`src/rtl/runner_motion_ctrl_pkg.sv`:
```
// Shared movement codes, FSM state encoding and command helpers for the runner
// motion sequencer and the keyboard decoder that feeds it.
package runner_motion_ctrl_pkg;

  localparam logic [2:0] MV_NONE       = 3'b000;
  localparam logic [2:0] MV_JUMP_BIG   = 3'b001;
  localparam logic [2:0] MV_JUMP_SMALL = 3'b010;
  localparam logic [2:0] MV_CROUCH     = 3'b011;
  localparam logic [2:0] MV_DROP       = 3'b100;

  typedef enum logic [2:0] {
    ST_GROUND = 3'd0,
    ST_RISE   = 3'd1,
    ST_FALL   = 3'd2,
    ST_DROP   = 3'd3
  } motion_state_e;

  // Pulse-type codes are the only ones worth remembering until the next frame.
  function automatic logic is_pulse_cmd(input logic [2:0] mv);
    return (mv == MV_JUMP_BIG) || (mv == MV_JUMP_SMALL) || (mv == MV_DROP);
  endfunction

  function automatic logic is_jump_cmd(input logic [2:0] mv);
    return (mv == MV_JUMP_BIG) || (mv == MV_JUMP_SMALL);
  endfunction

endpackage

```
`src/rtl/runner_motion_ctrl_if.sv`:
```
// Movement/frame inputs and sprite status outputs of the runner motion sequencer.
interface runner_motion_ctrl_if #(
  parameter int H_W = 8
);

  logic [2:0]     movement;
  logic           frame_tick;
  logic [H_W-1:0] height;
  logic           crouch;
  logic           airborne;
  logic           land;
  logic [2:0]     state_dbg;

  modport master (
    output movement,
    output frame_tick,
    input  height,
    input  crouch,
    input  airborne,
    input  land,
    input  state_dbg
  );

  modport slave (
    input  movement,
    input  frame_tick,
    output height,
    output crouch,
    output airborne,
    output land,
    output state_dbg
  );

endinterface

```
`src/rtl/runner_motion_ctrl_cmd_latch.sv`:
```
// Holds the most recent pulse command between frame ticks and presents the
// effective command, bypassing the register when a pulse arrives on the tick itself.
module motion_cmd_latch
  import runner_motion_ctrl_pkg::*;
(
  input  logic       clk,
  input  logic       reset,
  input  logic [2:0] movement,
  input  logic       frame_tick,
  output logic [2:0] eff_cmd
);

  logic [2:0] pending_q;
  logic [2:0] pending_d;
  logic       pulse_now;

  always_comb begin
    pulse_now = is_pulse_cmd(movement);
    eff_cmd   = pulse_now ? movement : pending_q;
    pending_d = pending_q;
    // Every tick empties the slot, whether the FSM used the command or not.
    if (frame_tick) begin
      pending_d = MV_NONE;
    end else if (pulse_now) begin
      pending_d = movement;
    end
  end

  always_ff @(posedge clk) begin
    if (!reset) begin
      pending_q <= MV_NONE;
    end else begin
      pending_q <= pending_d;
    end
  end

endmodule

```
`src/rtl/runner_motion_ctrl.sv`:
```
// Frame-rate motion sequencer: steps the runner's height through rise, fall and
// fast-drop arcs once per frame tick and reports crouch/airborne/landing status.
module runner_motion_ctrl
  import runner_motion_ctrl_pkg::*;
#(
  parameter int H_W       = 8,
  parameter int BIG_H     = 40,
  parameter int SMALL_H   = 20,
  parameter int RISE_STEP = 4,
  parameter int FALL_STEP = 4,
  parameter int DROP_STEP = 8
) (
  input  logic                 clk,
  input  logic                 reset,
  runner_motion_ctrl_if.slave  bus
);

  localparam logic [H_W-1:0] BIG_T   = BIG_H[H_W-1:0];
  localparam logic [H_W-1:0] SMALL_T = SMALL_H[H_W-1:0];
  localparam logic [H_W:0]   RISE_W  = RISE_STEP[H_W:0];
  localparam logic [H_W:0]   FALL_W  = FALL_STEP[H_W:0];
  localparam logic [H_W:0]   DROP_W  = DROP_STEP[H_W:0];

  motion_state_e  state_q, state_d;
  logic [H_W-1:0] height_q, height_d;
  logic [H_W-1:0] target_q, target_d;
  logic           crouch_q, crouch_d;
  logic           airborne_q, airborne_d;
  logic           land_q, land_d;

  logic [2:0]     eff_cmd;
  logic [H_W:0]   height_ext;
  logic [H_W:0]   rise_sum;

  motion_cmd_latch u_cmd_latch (
    .clk        (clk),
    .reset      (reset),
    .movement   (bus.movement),
    .frame_tick (bus.frame_tick),
    .eff_cmd    (eff_cmd)
  );

  // The extra top bit keeps the apex compare and the clamp tests free of wrap-around.
  assign height_ext = {1'b0, height_q};
  assign rise_sum   = height_ext + RISE_W;

  always_comb begin
    state_d  = state_q;
    height_d = height_q;
    target_d = target_q;
    crouch_d = crouch_q;
    land_d   = 1'b0;

    if (bus.frame_tick) begin
      case (state_q)
        ST_GROUND: begin
          if (is_jump_cmd(eff_cmd)) begin
            state_d  = ST_RISE;
            target_d = (eff_cmd == MV_JUMP_BIG) ? BIG_T : SMALL_T;
            crouch_d = 1'b0;
          end else if (eff_cmd != MV_DROP) begin
            crouch_d = (bus.movement == MV_CROUCH);
          end
        end

        ST_RISE: begin
          if (eff_cmd == MV_DROP) begin
            state_d = ST_DROP;
          end else if (rise_sum >= {1'b0, target_q}) begin
            height_d = target_q;
            state_d  = ST_FALL;
          end else begin
            height_d = rise_sum[H_W-1:0];
          end
        end

        ST_FALL: begin
          if (eff_cmd == MV_DROP) begin
            state_d = ST_DROP;
          end else if (height_ext <= FALL_W) begin
            height_d = '0;
            state_d  = ST_GROUND;
            land_d   = 1'b1;
          end else begin
            height_d = height_q - FALL_W[H_W-1:0];
          end
        end

        ST_DROP: begin
          if (height_ext <= DROP_W) begin
            height_d = '0;
            state_d  = ST_GROUND;
            land_d   = 1'b1;
          end else begin
            height_d = height_q - DROP_W[H_W-1:0];
          end
        end

        default: begin
          state_d  = ST_GROUND;
          height_d = '0;
          crouch_d = 1'b0;
        end
      endcase
    end

    airborne_d = (state_d != ST_GROUND);
  end

  // Reset drops the sprite straight to the ground; an interrupted arc never resumes.
  always_ff @(posedge clk) begin
    if (!reset) begin
      state_q    <= ST_GROUND;
      height_q   <= '0;
      target_q   <= '0;
      crouch_q   <= 1'b0;
      airborne_q <= 1'b0;
      land_q     <= 1'b0;
    end else begin
      state_q    <= state_d;
      height_q   <= height_d;
      target_q   <= target_d;
      crouch_q   <= crouch_d;
      airborne_q <= airborne_d;
      land_q     <= land_d;
    end
  end

  assign bus.height    = height_q;
  assign bus.crouch    = crouch_q;
  assign bus.airborne  = airborne_q;
  assign bus.land      = land_q;
  assign bus.state_dbg = state_q;

endmodule
```
`src/flat_wrapper.sv`:
```
// flat-port wrapper written by rule: the top's interface ports become plain ports
module runner_motion_ctrl_flat import runner_motion_ctrl_pkg::*;
#(
  parameter int H_W       = 8,
  parameter int BIG_H     = 40,
  parameter int SMALL_H   = 20,
  parameter int RISE_STEP = 4,
  parameter int FALL_STEP = 4,
  parameter int DROP_STEP = 8
)
  (clk, reset, bus_movement, bus_frame_tick, bus_height, bus_crouch, bus_airborne, bus_land, bus_state_dbg);
  runner_motion_ctrl_if #(.H_W(H_W)) bus_i ();
  input  logic clk;
  input  logic reset;
  input wire logic [$bits(bus_i.movement)-1:0] bus_movement;
  input wire logic [$bits(bus_i.frame_tick)-1:0] bus_frame_tick;
  output wire logic [$bits(bus_i.height)-1:0] bus_height;
  output wire logic [$bits(bus_i.crouch)-1:0] bus_crouch;
  output wire logic [$bits(bus_i.airborne)-1:0] bus_airborne;
  output wire logic [$bits(bus_i.land)-1:0] bus_land;
  output wire logic [$bits(bus_i.state_dbg)-1:0] bus_state_dbg;
  assign bus_i.movement = bus_movement;
  assign bus_i.frame_tick = bus_frame_tick;
  assign bus_height = bus_i.height;
  assign bus_crouch = bus_i.crouch;
  assign bus_airborne = bus_i.airborne;
  assign bus_land = bus_i.land;
  assign bus_state_dbg = bus_i.state_dbg;
  runner_motion_ctrl #(.H_W(H_W), .BIG_H(BIG_H), .SMALL_H(SMALL_H), .RISE_STEP(RISE_STEP), .FALL_STEP(FALL_STEP), .DROP_STEP(DROP_STEP)) u_core (.clk(clk), .reset(reset), .bus(bus_i));
endmodule
```
`config.mk`:
```
export PLATFORM = sky130hd
export DESIGN_NAME = runner_motion_ctrl_flat
export DESIGN_NICKNAME = d
export VERILOG_FILES = /design/src/rtl/runner_motion_ctrl_pkg.sv /design/src/rtl/runner_motion_ctrl_if.sv /design/src/rtl/runner_motion_ctrl_cmd_latch.sv /design/src/rtl/runner_motion_ctrl.sv /design/src/flat_wrapper.sv
export SDC_FILE = /design/constraint.sdc
export NUM_CORES = 1
export LEC_CHECK = 0
export BUFFER_PORTS_ARGS = -buffer_cell sky130_fd_sc_hd__buf_2
export CAP_MARGIN = 20
export CORE_MARGIN = 1
export CORE_UTILIZATION = 35
export CTS_BUF_LIST = sky130_fd_sc_hd__clkbuf_4
export DETAILED_ROUTE_END_ITERATION = 10
export GPL_TIMING_DRIVEN = 0
export SYNTH_ARGS = -nofsm -noshare
export SYNTH_HDL_FRONTEND = slang
export SYNTH_SLANG_ARGS = --single-unit
```
`constraint.sdc`:
```
create_clock -name clk -period 5.75 [get_ports clk]
set_input_delay 0.575 -clock clk [delete_from_list [all_inputs] [get_ports clk]]
set_output_delay 0.575 -clock clk [all_outputs]
set_load 0.01 [all_outputs]
```
==> metrics.txt <==
Final Skew 0.003189 ns; Post-Synth XOR/XNOR Area 3.025%; Overflow after GRT 0; post-route ant nets 0; mux share of post-synthesis cell area 1.383%; Critical Path AT 3.04 ns; Place WS 2.923 ns; slowest stage delay, CP 0.55 ns; number of global-route vias before repair 1313; crit path max fanout 9; Non-Filler Instances 252; final worst slack 2.921 ns; Clock Path Buffers 2; Synth Area in Adders 10.20%; count of final setup violators 0; pin count of the biggest net entering global routing 11; Slew Viols, Final 0; Cells after DPL 248; share of the synthesized area in the top cell type 23.51%; vias post-DR 1389; final hold violation count 0; crit path buf inv count 1; IO buf count 13; Sink Count 17; quantity of gates resized following cts 0; Synth cell types 60; Die H 66.31 um; largest family of logic cells by synthesized area compound AO/OA/AOI/OAI gates; Hold-fix buffers, CTS 0; HPWL after DPL 2580 um; IO Count 20; EDFF count, synth 0; initial antenna violation count 0; residual DRC count 0; area grow syn2layout 10.98%; Mapped Cells 184; Crit-path slowest cell dfxtp_1; sequential element share of the synthesized area 23.51%; CTS buffer count 3; Setup Fix Bufs, Post-CTS 0; Root Buffer clkbuf_4; average vias per placed instance 5.512; final critical-path required period 2.829 ns; # rows 23; TritonCTS clock tree done; area leader, netlist dfxtp_1; clk_lat worst skew 0.30 ns; drt pass-1 iters 6; Max Clk Rate 0.3534 GHz; status finished, final reports clean; Core Util, Final 40.45%; ys flop type dfxtp_1; H-tree Lvls 1; Synth async-reset ratio 0%; YS warnings 0; DR WL/cell 13.95 um; clock slew at reported path FFs 0.11 ns; Critical Path End Type flip-flop; CP Launch Type flip-flop; RSZ-0062 raised after global routing false; crit-path most repeated cell ha_1; worst min-delay path category flip-flop to flip-flop; Initial Utilization 36.45%; FF+latch count, synth 17; flop2flop setup slack 2.92 ns; Syn Std Cell Area 1448 um^2; first-pass GRT wire length 6113 um; Critical Path RT 5.96 ns; relative slew slack 63.23%; Synth Area per Inst 7.868 um^2; Crit path max-delay family compound AO/OA/AOI/OAI gates; GPL Wtd Cong 0.8058; die outline area 4397 um^2; Peak VDD IR 0.07964 mV; fin crit share 49.20%; simple-gate portion of the synthesized area 23.60%; max-cap viol count 0; share of cells above drive strength 1 17.33%; setup tns final 0 ns; antenna cell count 0; class of the most critical setup path flip-flop to flip-flop; LEAKAGE 0.0006819 uW; Die W 66.31 um; drt first-iter violations 100; Synth Area in Compound Gates 31.72%; Pwr Density 154.2 nW/um^2; GRT Total Usage 18.04%; worst slew pin tran 0.5505 ns; Total Nets Final 220; core area 3971 um^2; largest cells by area after synthesis dfxtp_1, ha_1, nor2_1; final WL 3516 um; critical-path cell list inv_1, ha_1, ha_1, or4_1, a21oi_1, o21a_2, mux2i_1, o22ai_1, a32o_1
-- flip-flops by register name, summed over array words and instances (netlist names) --
| name | count |
|---|---|
| u_core.bus.height | 6 |
| u_core.bus.state_dbg | 3 |
| u_core.u_cmd_latch.pending_q | 3 |
| u_core.target_q | 2 |
| u_core.bus.airborne | 1 |
| u_core.bus.crouch | 1 |
| u_core.bus.land | 1 |
-- per-layer routing --
layer  routed length [um]  GRT usage, %
met3                  193         4.828
met4                   41         4.521
met2                 1578         29.34
met1                 1702         23.40
met5                    0             0
-- synthesized netlist by cell type, drive strengths merged (4+ instances only) --
| cell | number |
|---|---|
| nor2 | 19 |
| o21a | 4 |
| ha | 11 |
| nand2 | 16 |
| clkbuf | 5 |
| xnor2 | 4 |
| a211oi | 4 |
| buf | 6 |
| nand3 | 4 |
| nor3 | 6 |
| a21oi | 10 |
| o21ai | 12 |
| dfxtp | 17 |
| a21o | 6 |
| inv | 8 |
-- where the power goes --
group          total (uW)  switching [uW]  internal (uW)
Sequential            125            3.92            121
Clock                68.8            42.8           26.0
Combinational        53.9            32.8           21.2
-- worst reg2reg max path: cells and delay by family (launching register included) --
| kind | cells | cell delay (ns) |
|---|---|---|
| compound gates | 4 | 0.80 |
| buf+inv | 1 | 0.17 |
| fa+ha+maj | 2 | 0.52 |
| simple gates | 1 | 0.47 |
| flops | 1 | 0.55 |
| mux | 1 | 0.23 |
-- cell usage in the layout, fill, tap and decap left out, types with 4 or more instances in the layout --
cell / n
nand3_1: 4
dfxtp_1: 17
clkbuf_1: 4
buf_2: 16
inv_1: 8
nor2_1: 18
a21oi_1: 10
xnor2_1: 4
ha_1: 11
o21ai_0: 10
nand2_1: 15
nor3_1: 6
a21o_1: 5
-- worst paths after layout --
path,startpoint,to,depth (start not counted)
setup reg to reg,u_core.bus.height[3],u_core.bus.height[5],9
hold / removal,u_core.bus.crouch,u_core.bus.crouch,2
hold reg to reg,u_core.bus.crouch,u_core.bus.crouch,2
setup / recovery,u_core.bus.height[3],u_core.bus.height[5],9
-- through the flow --
| stage | cell area (um^2) | hold slack (ns) | total power, uW |
|---|---|---|---|
| final | 1607 | 0.4707 | 247.7 |
| after global routing | 1607 | 0.4933 | 264.8 |
| after CTS | 1607 | 0.4739 | 252.1 |
| after detailed placement | 1579 | 0.4523 | 181.0 |
| after global placement | 1579 | 0.4564 | 181.0 |
| after floorplan | 1451 | 0.4827 | 168.1 |
-- cell families (layout without fill, tap and decap cells) --
family          Yosys count  after routing
simple gates             65             65
compound gates           63             63
buf+inv                  19             36
flops                    17             17
fa+ha+maj                12             12
xor+xnor                  5              5
mux                       2              2
other cells               1              2
-- layout make-up --
| cell class | instances | area, um^2 |
|---|---|---|
| Fill cell | 411 | 2365 |
| Buffer | 11 | 61.31 |
| Inverter | 8 | 30.03 |
| Multi-Input combinational cell | 149 | 1020 |
| Clock buffer | 3 | 22.52 |
| Timing Repair Buffer | 13 | 65.06 |
| Tap cell | 50 | 62.56 |
| Clock inverter | 1 | 5.005 |
| Sequential cell | 17 | 340.3 |
Note: power is estimated with default switching activity, not from simulation.
